==> src/rtl/rr_mux_arbiter_if.sv <==
// Request/data/grant bundle between the 7 requesters and the round-robin
// mux arbiter.
interface rr_mux_arbiter_if;
  logic [6:0] req;
  logic [6:0] data;
  logic [6:0] grant;
  logic [2:0] mux_select;
  logic       out;
  logic       busy;

  modport master (
    output req, data,
    input  grant, mux_select, out, busy
  );

  modport slave (
    input  req, data,
    output grant, mux_select, out, busy
  );
endinterface

==> src/rtl/rr_mux_arbiter.sv <==
// Round-robin 7:1 mux arbiter with registered one-hot grant and binary select.
// Optional owner hold limit enabled with macro HOLD_TIMEOUT_EN (uses MAX_HOLD).
//
// state | meaning
// IDLE  | no owner, grant = 0, mux_select = 3'b111
// OWNED | exactly one owner, mux_select = owner index
module rr_mux_arbiter #(
  parameter int MAX_HOLD = 8
) (
  input logic           clock,
  input logic           reset,
  rr_mux_arbiter_if.slave bus
);

  typedef enum logic {IDLE, OWNED} state_t;

  state_t     state_q, state_d;
  logic [2:0] sel_q, sel_d;
  logic [2:0] ptr_q, ptr_d;
  logic [6:0] grant_q, grant_d;
  logic       busy_q;
  logic [6:0] others;
  logic [2:0] win;
  logic [7:0] req_ext, data_ext;
  logic       owner_req;
  logic       new_grant;
  logic       timeout;

  if (MAX_HOLD < 2 || MAX_HOLD > 15) begin : g_bad_max_hold
    $error("rr_mux_arbiter: MAX_HOLD must be in 2..15");
  end

  // First set bit scanning from p+1 upward with wrap 6->0; 3'd7 when none.
  function automatic logic [2:0] rr_pick(input logic [6:0] r, input logic [2:0] p);
    logic [2:0] pick;
    logic [2:0] i3;
    int         idx;
    pick = 3'd7;
    for (int k = 7; k >= 1; k--) begin
      idx = int'(p) + k;
      if (idx >= 7) idx = idx - 7;
      i3 = 3'(idx);
      if (r[i3]) pick = i3;
    end
    return pick;
  endfunction

  assign req_ext   = {1'b0, bus.req};
  assign data_ext  = {1'b0, bus.data};
  assign owner_req = req_ext[sel_q];
  assign others    = bus.req & ~grant_q;
  assign win       = rr_pick(others, ptr_q);

`ifdef HOLD_TIMEOUT_EN
  localparam logic [3:0] HOLD_LAST = 4'(MAX_HOLD - 1);
  logic [3:0] cnt_q, cnt_d;

  assign timeout = (state_q == OWNED) && (cnt_q == HOLD_LAST);

  always_comb begin
    cnt_d = cnt_q;
    if (new_grant)
      cnt_d = 4'd0;
    else if (state_q == OWNED && cnt_q != HOLD_LAST)
      cnt_d = cnt_q + 4'd1;
  end

  always_ff @(posedge clock) begin
    if (reset) cnt_q <= 4'd0;
    else       cnt_q <= cnt_d;
  end
`else
  assign timeout = 1'b0;
`endif

  always_comb begin
    state_d   = state_q;
    sel_d     = sel_q;
    ptr_d     = ptr_q;
    new_grant = 1'b0;
    case (state_q)
      IDLE: begin
        if (win != 3'd7) new_grant = 1'b1;
      end
      OWNED: begin
        if ((!owner_req || timeout) && win != 3'd7) begin
          new_grant = 1'b1;
        end else if (!owner_req) begin
          state_d = IDLE;
          sel_d   = 3'd7;
        end
      end
      default: begin
        state_d = IDLE;
        sel_d   = 3'd7;
      end
    endcase
    if (new_grant) begin
      state_d = OWNED;
      sel_d   = win;
      ptr_d   = win;
    end
    grant_d = (sel_d == 3'd7) ? 7'd0 : 7'(8'd1 << sel_d);
  end

  always_ff @(posedge clock) begin
    if (reset) begin
      state_q <= IDLE;
      sel_q   <= 3'd7;
      ptr_q   <= 3'd6;
      grant_q <= 7'd0;
      busy_q  <= 1'b0;
    end else begin
      state_q <= state_d;
      sel_q   <= sel_d;
      ptr_q   <= ptr_d;
      grant_q <= grant_d;
      busy_q  <= (sel_d != 3'd7);
    end
  end

  assign bus.grant      = grant_q;
  assign bus.mux_select = sel_q;
  assign bus.busy       = busy_q;
  assign bus.out        = data_ext[sel_q];

endmodule

==> src/flat_wrapper.sv <==
// flat-port wrapper written by rule: the top's interface ports become plain ports
module rr_mux_arbiter_flat 
#(
  parameter int MAX_HOLD = 8
)
  (clock, reset, bus_req, bus_data, bus_grant, bus_mux_select, bus_out, bus_busy);
  rr_mux_arbiter_if bus_i ();
  input logic clock;
  input logic reset;
  input wire logic [$bits(bus_i.req)-1:0] bus_req;
  input wire logic [$bits(bus_i.data)-1:0] bus_data;
  output wire logic [$bits(bus_i.grant)-1:0] bus_grant;
  output wire logic [$bits(bus_i.mux_select)-1:0] bus_mux_select;
  output wire logic [$bits(bus_i.out)-1:0] bus_out;
  output wire logic [$bits(bus_i.busy)-1:0] bus_busy;
  assign bus_i.req = bus_req;
  assign bus_i.data = bus_data;
  assign bus_grant = bus_i.grant;
  assign bus_mux_select = bus_i.mux_select;
  assign bus_out = bus_i.out;
  assign bus_busy = bus_i.busy;
  rr_mux_arbiter #(.MAX_HOLD(MAX_HOLD)) u_core (.clock(clock), .reset(reset), .bus(bus_i));
endmodule
==> config.mk <==
export PLATFORM = sky130hd
export DESIGN_NAME = rr_mux_arbiter_flat
export DESIGN_NICKNAME = d
export VERILOG_FILES = /design/src/rtl/rr_mux_arbiter_if.sv /design/src/rtl/rr_mux_arbiter.sv /design/src/flat_wrapper.sv
export SDC_FILE = /design/constraint.sdc
export NUM_CORES = 1
export LEC_CHECK = 0
export CAP_MARGIN = 5
export CORE_MARGIN = 10
export CORE_UTILIZATION = 55
export DETAILED_ROUTE_END_ITERATION = 10
export DONT_BUFFER_PORTS = 1
export PLACE_DENSITY = 0.73
export SYNTH_ARGS = -nofsm -noshare
export SYNTH_HDL_FRONTEND = slang
export SYNTH_SLANG_ARGS = --single-unit
==> constraint.sdc <==
create_clock -name clock -period 11 [get_ports clock]
set_input_delay 2.2 -clock clock [delete_from_list [all_inputs] [get_ports clock]]
set_output_delay 2.2 -clock clock [all_outputs]
set_load 0.02 [all_outputs]
# After elaboration in Yosys (flattened, before gate mapping)
# Index checks and enable logic that the tools add are counted.
# totals
out_inout_bits	12
in_bits	16
wordCells	87
register_bits	15
# op_classes
n_mux	43
reduce_logical	3
order_cmp	15
bitwise	3
add_sub_neg	14
n_eq_ne	3
n_shift	1
# ops
cell	count
3-bit two-way mux	18
3-bit by 4-bit < comparator with 1-bit output, second input constant	8
4-bit by 3-bit greater-or-equal comparator with 1-bit output, second input constant	7
1-bit binary-select mux with 3-bit select	9
3-bit by 1-bit subtractor with 3-bit output, second input constant	7
3-bit by 3-bit adder with 4-bit output, second input constant	4
1-bit two-way mux	15
3-bit by 2-bit adder with 4-bit output, second input constant	2
7-bit AND	1
7-bit inverter	1
1-bit by 3-bit left shift with 7-bit output, first input constant	1
3-bit inequality test, second input constant	2
3-bit by 1-bit adder with 4-bit output, second input constant	1
3-bit == test, second input constant	1
1-bit one-hot mux with 2 select lines	1
2-bit OR reduction	1
1-bit logical AND	1
1-bit logical NOT	1
1-bit inverter	1

# Longest topological paths before layout
# Gate-level depths: netlist of the first run.
# logic_depth
ltp_word	19
ltp_mapped	15
mapped_depth_nobuf	14

# Worst setup path before layout of the first run
# OpenSTA, ideal clock, no wires.
# synth_timing
path_type	input -> output
start	input port bus_data[3]
end	output port bus_out
required_time_ns	8.800
setup_slack_ns	5.868
n_path_buf	0
arrival_time_ns	2.932
path_stages	3
path_cell_list	mux4_2 nand2_1 o21ai_0
# synth_via
elab_chain_cells	2
# synth_rtl
element	line_no	rtl
start: declaration	flat_wrapper.sv:11	input wire logic [$bits(bus_i.data)-1:0] bus_data;
1-bit binary-select mux with 3-bit select	rr_mux_arbiter.sv:125	assign bus.out = data_ext[sel_q];
1-bit two-way mux (not written as such)	rr_mux_arbiter.sv:125	
end: declaration	flat_wrapper.sv:14	output wire logic [$bits(bus_i.out)-1:0] bus_out;
# Every way passes these cells. The select of a mux whose other input is x is not followed.

# Worst setup path in the final report of the first run
# Same ends and word-level chain as after synthesis.

==> metrics.txt, run 1 <==
result of the run=completed; H-tree lvl count=1; Detailed Routing Iterations Pass 1=5; final setup fails=0; ANT nets after route=0; slowest cell on the critical path=mux4_2; Synth Area per Inst=7.86 um2; count of inserted antenna diode cells=0; max-slew headroom at the worst pin=48.9%; max-cap violation count=0; Multi-input gate area=2190 um2; vias in the first global route=2444; proportion of layout cells with a drive suffix above 1=13.2%; Site Rows=25; share of the clock period used by the worst path=47.0%; buffers and inverters on the worst path=0; number of gates resized after CTS=0; Final nets=356; clock tree from TritonCTS=built; Min-Delay Path Class=flop to flop; final period demand of the worst path=5.17 ns; Achievable Freq=0.193 GHz; residual DRC count=0; worst setup path category=primary input to primary output; postcts setup bufs=0; global-route wire length before repair=12.5 mm; number of CTS-inserted buffers=3; 1st-iter DRT viols=386; Post-Synthesis Net Count=366; total of buffers placed on input and output ports=0; count of final max-slew check failures=0; combined area of all synthesized cells=2650 um2; share of the core filled with cells in the final layout=56.5%; final-layout worst hold slack=0.749 ns; Filler Cells Inserted=434; antenna violations before repair=0; routed wire length=7.84 mm; worst-path fanout max=1; standard cell core area=4690 um2; area of the die=7990 um2; Skew-Pair Late Insertion Delay=0.26 ns; Post-Route Setup TNS=0 ns; number of synthesized register bits=15; delay of the slowest cell on the worst path=0.44 ns; total number of vias=2638; setup slack, reg-to-reg=5.87 ns; area share of the leading cell type in the synthesized netlist=11.3%; # hold bufs at CTS=0; combined flip-flop and latch cell area=300 um2; required time reported for the critical path endpoint=8.80 ns; clock sinks=15; total of warnings raised by yosys=0; die width=89.4 um; overall die height=89.4 um; clock input transition at the sequential cells of the worst setup and hold paths=0.06 ns; weighted congestion reported at the end of routability-driven placement=1.05; largest net degree at the start of global routing=41; startpoint type of the worst setup path=primary input; largest clock skew in the final design=0.00339 ns; top post-synthesis cells by area=dfxtp_1 11%, ha_1 5.7%, mux2i_1 5.7%, a21oi_1 5.1%, nand2_1 4.5%; number of I/O pins=28; sequential share of the synthesized area=11.3%; Slew @ Worst Pin=0.766 ns; fraction of synthesis flops using an asynchronous set or reset pin=0%; final global-route overflow total=0; synthesis-to-finish area growth=0.142%; final routed wire length divided by cell count=20.6 um; per-cell via count in the routed design=6.94; Distinct cells, synth=82; Clock Path Buffers=2; master cell of the clock root buffer=clkbuf_8; Mapped Cells=337; Synth Flop Type=dfxtp_1; total count of hold-check failures in the final report=0; dominant cell type by area after synthesis=dfxtp_1; aggregate global-route resource usage=19.6%; critical path arrival=2.97 ns; crit end category=primary output; post-detail-place hpwl=6.12 mm; Post-synth EDFFs=0; RSZ-0062 raised after global routing=no; initial core utilization=56.5%; list of cells traversed by the critical path=mux4_2 -> nand2_1 -> o21ai_0; gate family responsible for the most delay along the worst path=multiplexers
worst paths after layout:
check / cells past startpoint / startpoint / end
worst min register to register: 2 / u_core.state_q / u_core.state_q
worst min-delay path: 2 / u_core.state_q / u_core.state_q
worst max-delay path: 3 / bus_data[3] / bus_out
worst max register to register: 12 / u_core.ptr_q[1] / u_core.bus.grant[0]
layer usage:
metal | GRT usage (%) | share of wire (%) | up-vias
met4 | 3.61 | 0.78 | 0
met2 | 31.0 | 46 | 135
met5 | 0 | 0 | -
met3 | 5.10 | 11 | 11
li1 | - | - | 1264
met1 | 26.1 | 42 | 1228
kinds of logic after synthesis:
| family | after synthesis | synth area share [%] |
|---|---|---|
| compound gates | 118 | 34.9 |
| xor+xnor | 10 | 5.29 |
| fa+ha+maj | 13 | 6.42 |
| buf+inv | 26 | 5.95 |
| flops | 15 | 11.3 |
| mux | 19 | 8.22 |
| simple gates | 136 | 27.9 |
state kept, by name (all words and copies together), names as in the netlist:
name	flops
u_core.bus.busy	1
u_core.bus.grant	7
u_core.bus.mux_select	3
u_core.ptr_q	3
u_core.state_q	1
cells in the final DEF, fill, tap and decap left out, types with 10 or more instances in the layout:
cell	synthesis	final
nand3_1	20	20
ha_1	12	12
mux2i_1	15	15
nand2_1	32	32
nand2b_1	16	16
dfxtp_1	15	15
a21oi_1	27	27
inv_1	10	10
nor3_1	10	10
o21ai_0	15	15
nor2_1	18	18
layout make-up:
cell class	count	area share [%]
Multi-Input combinational cell	296	82.6
Sequential cell	15	11.3
Tap cell	54	2.55
Clock buffer	3	1.56
Inverter	10	1.42
Clock inverter	1	0.283
Timing Repair Buffer	1	0.283
cells in the mapped netlist, types with 3 or more instances:
cell type and n:
ha_1 12, clkbuf_1 5, nor3_1 10, nand2_1 32
dfxtp_1 15, nand2b_1 16, a211oi_1 7, and2_1 4
buf_6 4, or2_2 3, a32oi_1 3, o21ai_0 15
o211ai_1 5, and3_1 3, a211o_2 3, a21o_1 3
buf_2 4, nand3b_1 3, a21oi_1 27, nor2_1 18
o32ai_1 3, o22ai_1 4, nor2b_1 9, o31ai_1 4
nor3b_1 5, nand3_1 20, mux2i_1 15, xnor2_1 5
a31oi_1 9, inv_1 10
per-stage QoR:
step / cell area [um2] / setup WS (ns) / instances
2_1_floorplan: 2650 / 5.87 / 337
3_3_place_gp: 2600 / 5.82 / 376
3_5_place_dp: 2600 / 5.81 / 376
4_1_cts: 2650 / 5.82 / 380
5_1_grt: 2650 / 5.46 / 380
6_report: 2650 / 5.83 / 380
tightest hold or removal path, stage by stage (launching register included):
cell     delay [ns]
dfxtp_1        0.38
nand2_1        0.21
a31oi_1        0.11
Power of run 1 is left out: the tool's default activity adds up to more than one toggle a clock period on the data nets, which glitch-free logic cannot reach.
==> run 2, diff against run 1 <==
--- a/config.mk
+++ b/config.mk
@@ -10,7 +10,7 @@
 export CORE_UTILIZATION = 55
 export DETAILED_ROUTE_END_ITERATION = 10
 export DONT_BUFFER_PORTS = 1
-export PLACE_DENSITY = 0.73
+export PLACE_DENSITY = 0.76
 export SYNTH_ARGS = -nofsm -noshare
 export SYNTH_HDL_FRONTEND = slang
 export SYNTH_SLANG_ARGS = --single-unit
==> constraint.sdc (replaced) <==
create_clock -name clock -period 4.45 [get_ports clock]
set_input_delay 0.89 -clock clock [delete_from_list [all_inputs] [get_ports clock]]
set_output_delay 0.89 -clock clock [all_outputs]
set_load 0.02 [all_outputs]
==> run 2 against run 1 <==
Sequential share of layout area is 0.34 points lower. Die area stayed put. Critical endpoint is now u_core.bus.busy. Worst setup slack worse by 5.5 ns. Final area is 3.5% higher. Critical path depth is 11 higher. Critical path type is now flop to flop.
==> metrics.txt, run 2 (synthesis results as in run 1) <==
startpoint type of the worst setup path=flop; H-tree lvl count=1 (unchanged); number of CTS-inserted buffers=3 (unchanged); postcts setup bufs=0 (unchanged); count of inserted antenna diode cells=0 (unchanged); routed wire length=8.10 mm (+3.3%); worst setup path category=flop to flop; weighted congestion reported at the end of routability-driven placement=1.06 (+0.59%); post-detail-place hpwl=6.39 mm (+4.4%); Clock Path Buffers=2 (unchanged); Filler Cells Inserted=430 (-0.92%); total number of vias=2742 (+3.9%); number of cells traversed by the worst register-to-register path=14 (+2); RSZ-0062 raised after global routing=no; startpoint of the most critical register-to-register path=u_core.ptr_q[1]; result of the run=completed; # hold bufs at CTS=0 (unchanged); Final nets=368 (+3.4%); share of the clock period used by the worst path=92.3%; critical path arrival=4.25 ns (+1.28 ns); total count of hold-check failures in the final report=0 (unchanged); fin cells=392 (+3.2%); total of buffers placed on input and output ports=0 (unchanged); crit end category=flop; aggregate global-route resource usage=20.4% (+0.83 points); final setup fails=0 (unchanged); count of final max-slew check failures=0 (unchanged); worst-path fanout max=13 (+12); Min-Delay Path Class=primary input to flop; residual DRC count=0 (unchanged); final global-route overflow total=0 (unchanged); per-cell via count in the routed design=6.99 (+0.76%); Slew @ Worst Pin=0.716 ns (-0.0502 ns); number of gates resized after CTS=0 (unchanged); number of I/O pins=28 (unchanged); largest net degree at the start of global routing=16 (-61%); Post-Route Setup TNS=0 ns (unchanged); 1st-iter DRT viols=354 (-8.3%); max-slew headroom at the worst pin=51.9% (+3.0 points); Detailed Routing Iterations Pass 1=5 (unchanged); area of the die=7990 um2 (unchanged); Site Rows=25 (unchanged); Setup crit end=u_core.bus.busy; Skew-Pair Late Insertion Delay=0.25 ns (about the same); clock tree from TritonCTS=built; most common cell after layout, fill and taps aside=nand2_1; Achievable Freq=0.243 GHz; global-route wire length before repair=13.0 mm (+4.6%); antenna violations before repair=0 (unchanged); ANT nets after route=0 (unchanged); most frequent cells in the layout=32 x nand2_1, 27 x a21oi_1, 20 x nand3_1, 18 x nor2_1, 16 x nand2b_1; share of the core filled with cells in the final layout=58.5% (+2.0 points); vias in the first global route=2531 (+3.6%); flip-flop count of the largest register after layout=7 (unchanged); master cell of the clock root buffer=clkbuf_8; clock sinks=15 (unchanged); endpoint of the worst-slack reg-to-reg timing path=u_core.bus.busy; die width=89.4 um (unchanged); final routed wire length divided by cell count=20.7 um (+0.13%); setup slack, reg-to-reg=0.34 ns (-5.53 ns); initial core utilization=56.5% (unchanged); total placed cells including tap cells=388 (+3.2%); proportion of layout cells with a drive suffix above 1=16.9% (+3.7 points); final period demand of the worst path=4.11 ns; largest clock skew in the final design=0.00184 ns (-0.00156 ns); required time reported for the critical path endpoint=4.59 ns (-4.21 ns); synthesis-to-finish area growth=3.68%; overall die height=89.4 um (unchanged); standard cell core area=4690 um2 (unchanged); clock input transition at the sequential cells of the worst setup and hold paths=0.06 ns (about the same); timing startpoint of the critical path=u_core.ptr_q[1]; max-cap violation count=0 (unchanged)
[run 2: cell count changes in the layout (fill, tap and decap cells not counted)]
cell / change
ha_2: +1
dfxtp_2: +1
buf_4: +12
ha_1: -1
dfxtp_1: -1
[run 2: how the worst min path moves through the flow]
stage,startpoint,to,depth (start not counted)
finish,reset,u_core.state_q,1
global route,reset,u_core.bus.grant[3],1
detailed placement,u_core.state_q,u_core.state_q,2
global placement,u_core.state_q,u_core.state_q,2
floorplan,u_core.state_q,u_core.state_q,2
CTS,reset,u_core.bus.grant[3],1
[run 2: final cells by class]
class / count / area, um2 / share of cell area, %
Clock buffer: 3 / 41.3 / 1.50
Timing Repair Buffer: 13 / 97.6 / 3.55
Clock inverter: 1 / 7.51 / 0.273
Inverter: 10 / 37.5 / 1.37
Tap cell: 54 / 67.6 / 2.46
Multi-Input combinational cell: 296 / 2190 / 79.9
Sequential cell: 15 / 302 / 11.0
[run 2: through the flow]
stage | hold slack [ns] | setup WS [ns] | cell area, um2
4_1_cts | 0.698 | 0.283 | 2740
3_5_place_dp | 0.689 | 0.293 | 2690
6_report | 0.701 | 0.342 | 2750
3_3_place_gp | 0.687 | 0.357 | 2690
2_1_floorplan | 0.595 | 0.776 | 2650
5_1_grt | 0.685 | 0.0575 | 2750
[run 2: worst max-delay path, cell delays in order, from the launching register on]
cell       delay (ns)
dfxtp_1          0.37
buf_4            0.24
ha_1             0.18
inv_1            0.06
ha_2             0.44
xor2_1           0.26
o22ai_1          0.13
a211oi_1         0.32
a21oi_1          0.12
or4_4            0.59
a2111oi_2        0.24
a31oi_1          0.23
o22a_2           0.29
o221a_4          0.25
o31a_1           0.29
[run 2: per-layer routing]
layer / track usage (%) / part of all wire [%] / up-vias
met5: 0 / 0 / -
met4: 3.03 / 1.2 / 0
met3: 6.93 / 13 / 10
met2: 31.9 / 45 / 162
met1: 26.9 / 41 / 1282
li1: - / - / 1288
Power of run 2 is left out for the same reason.
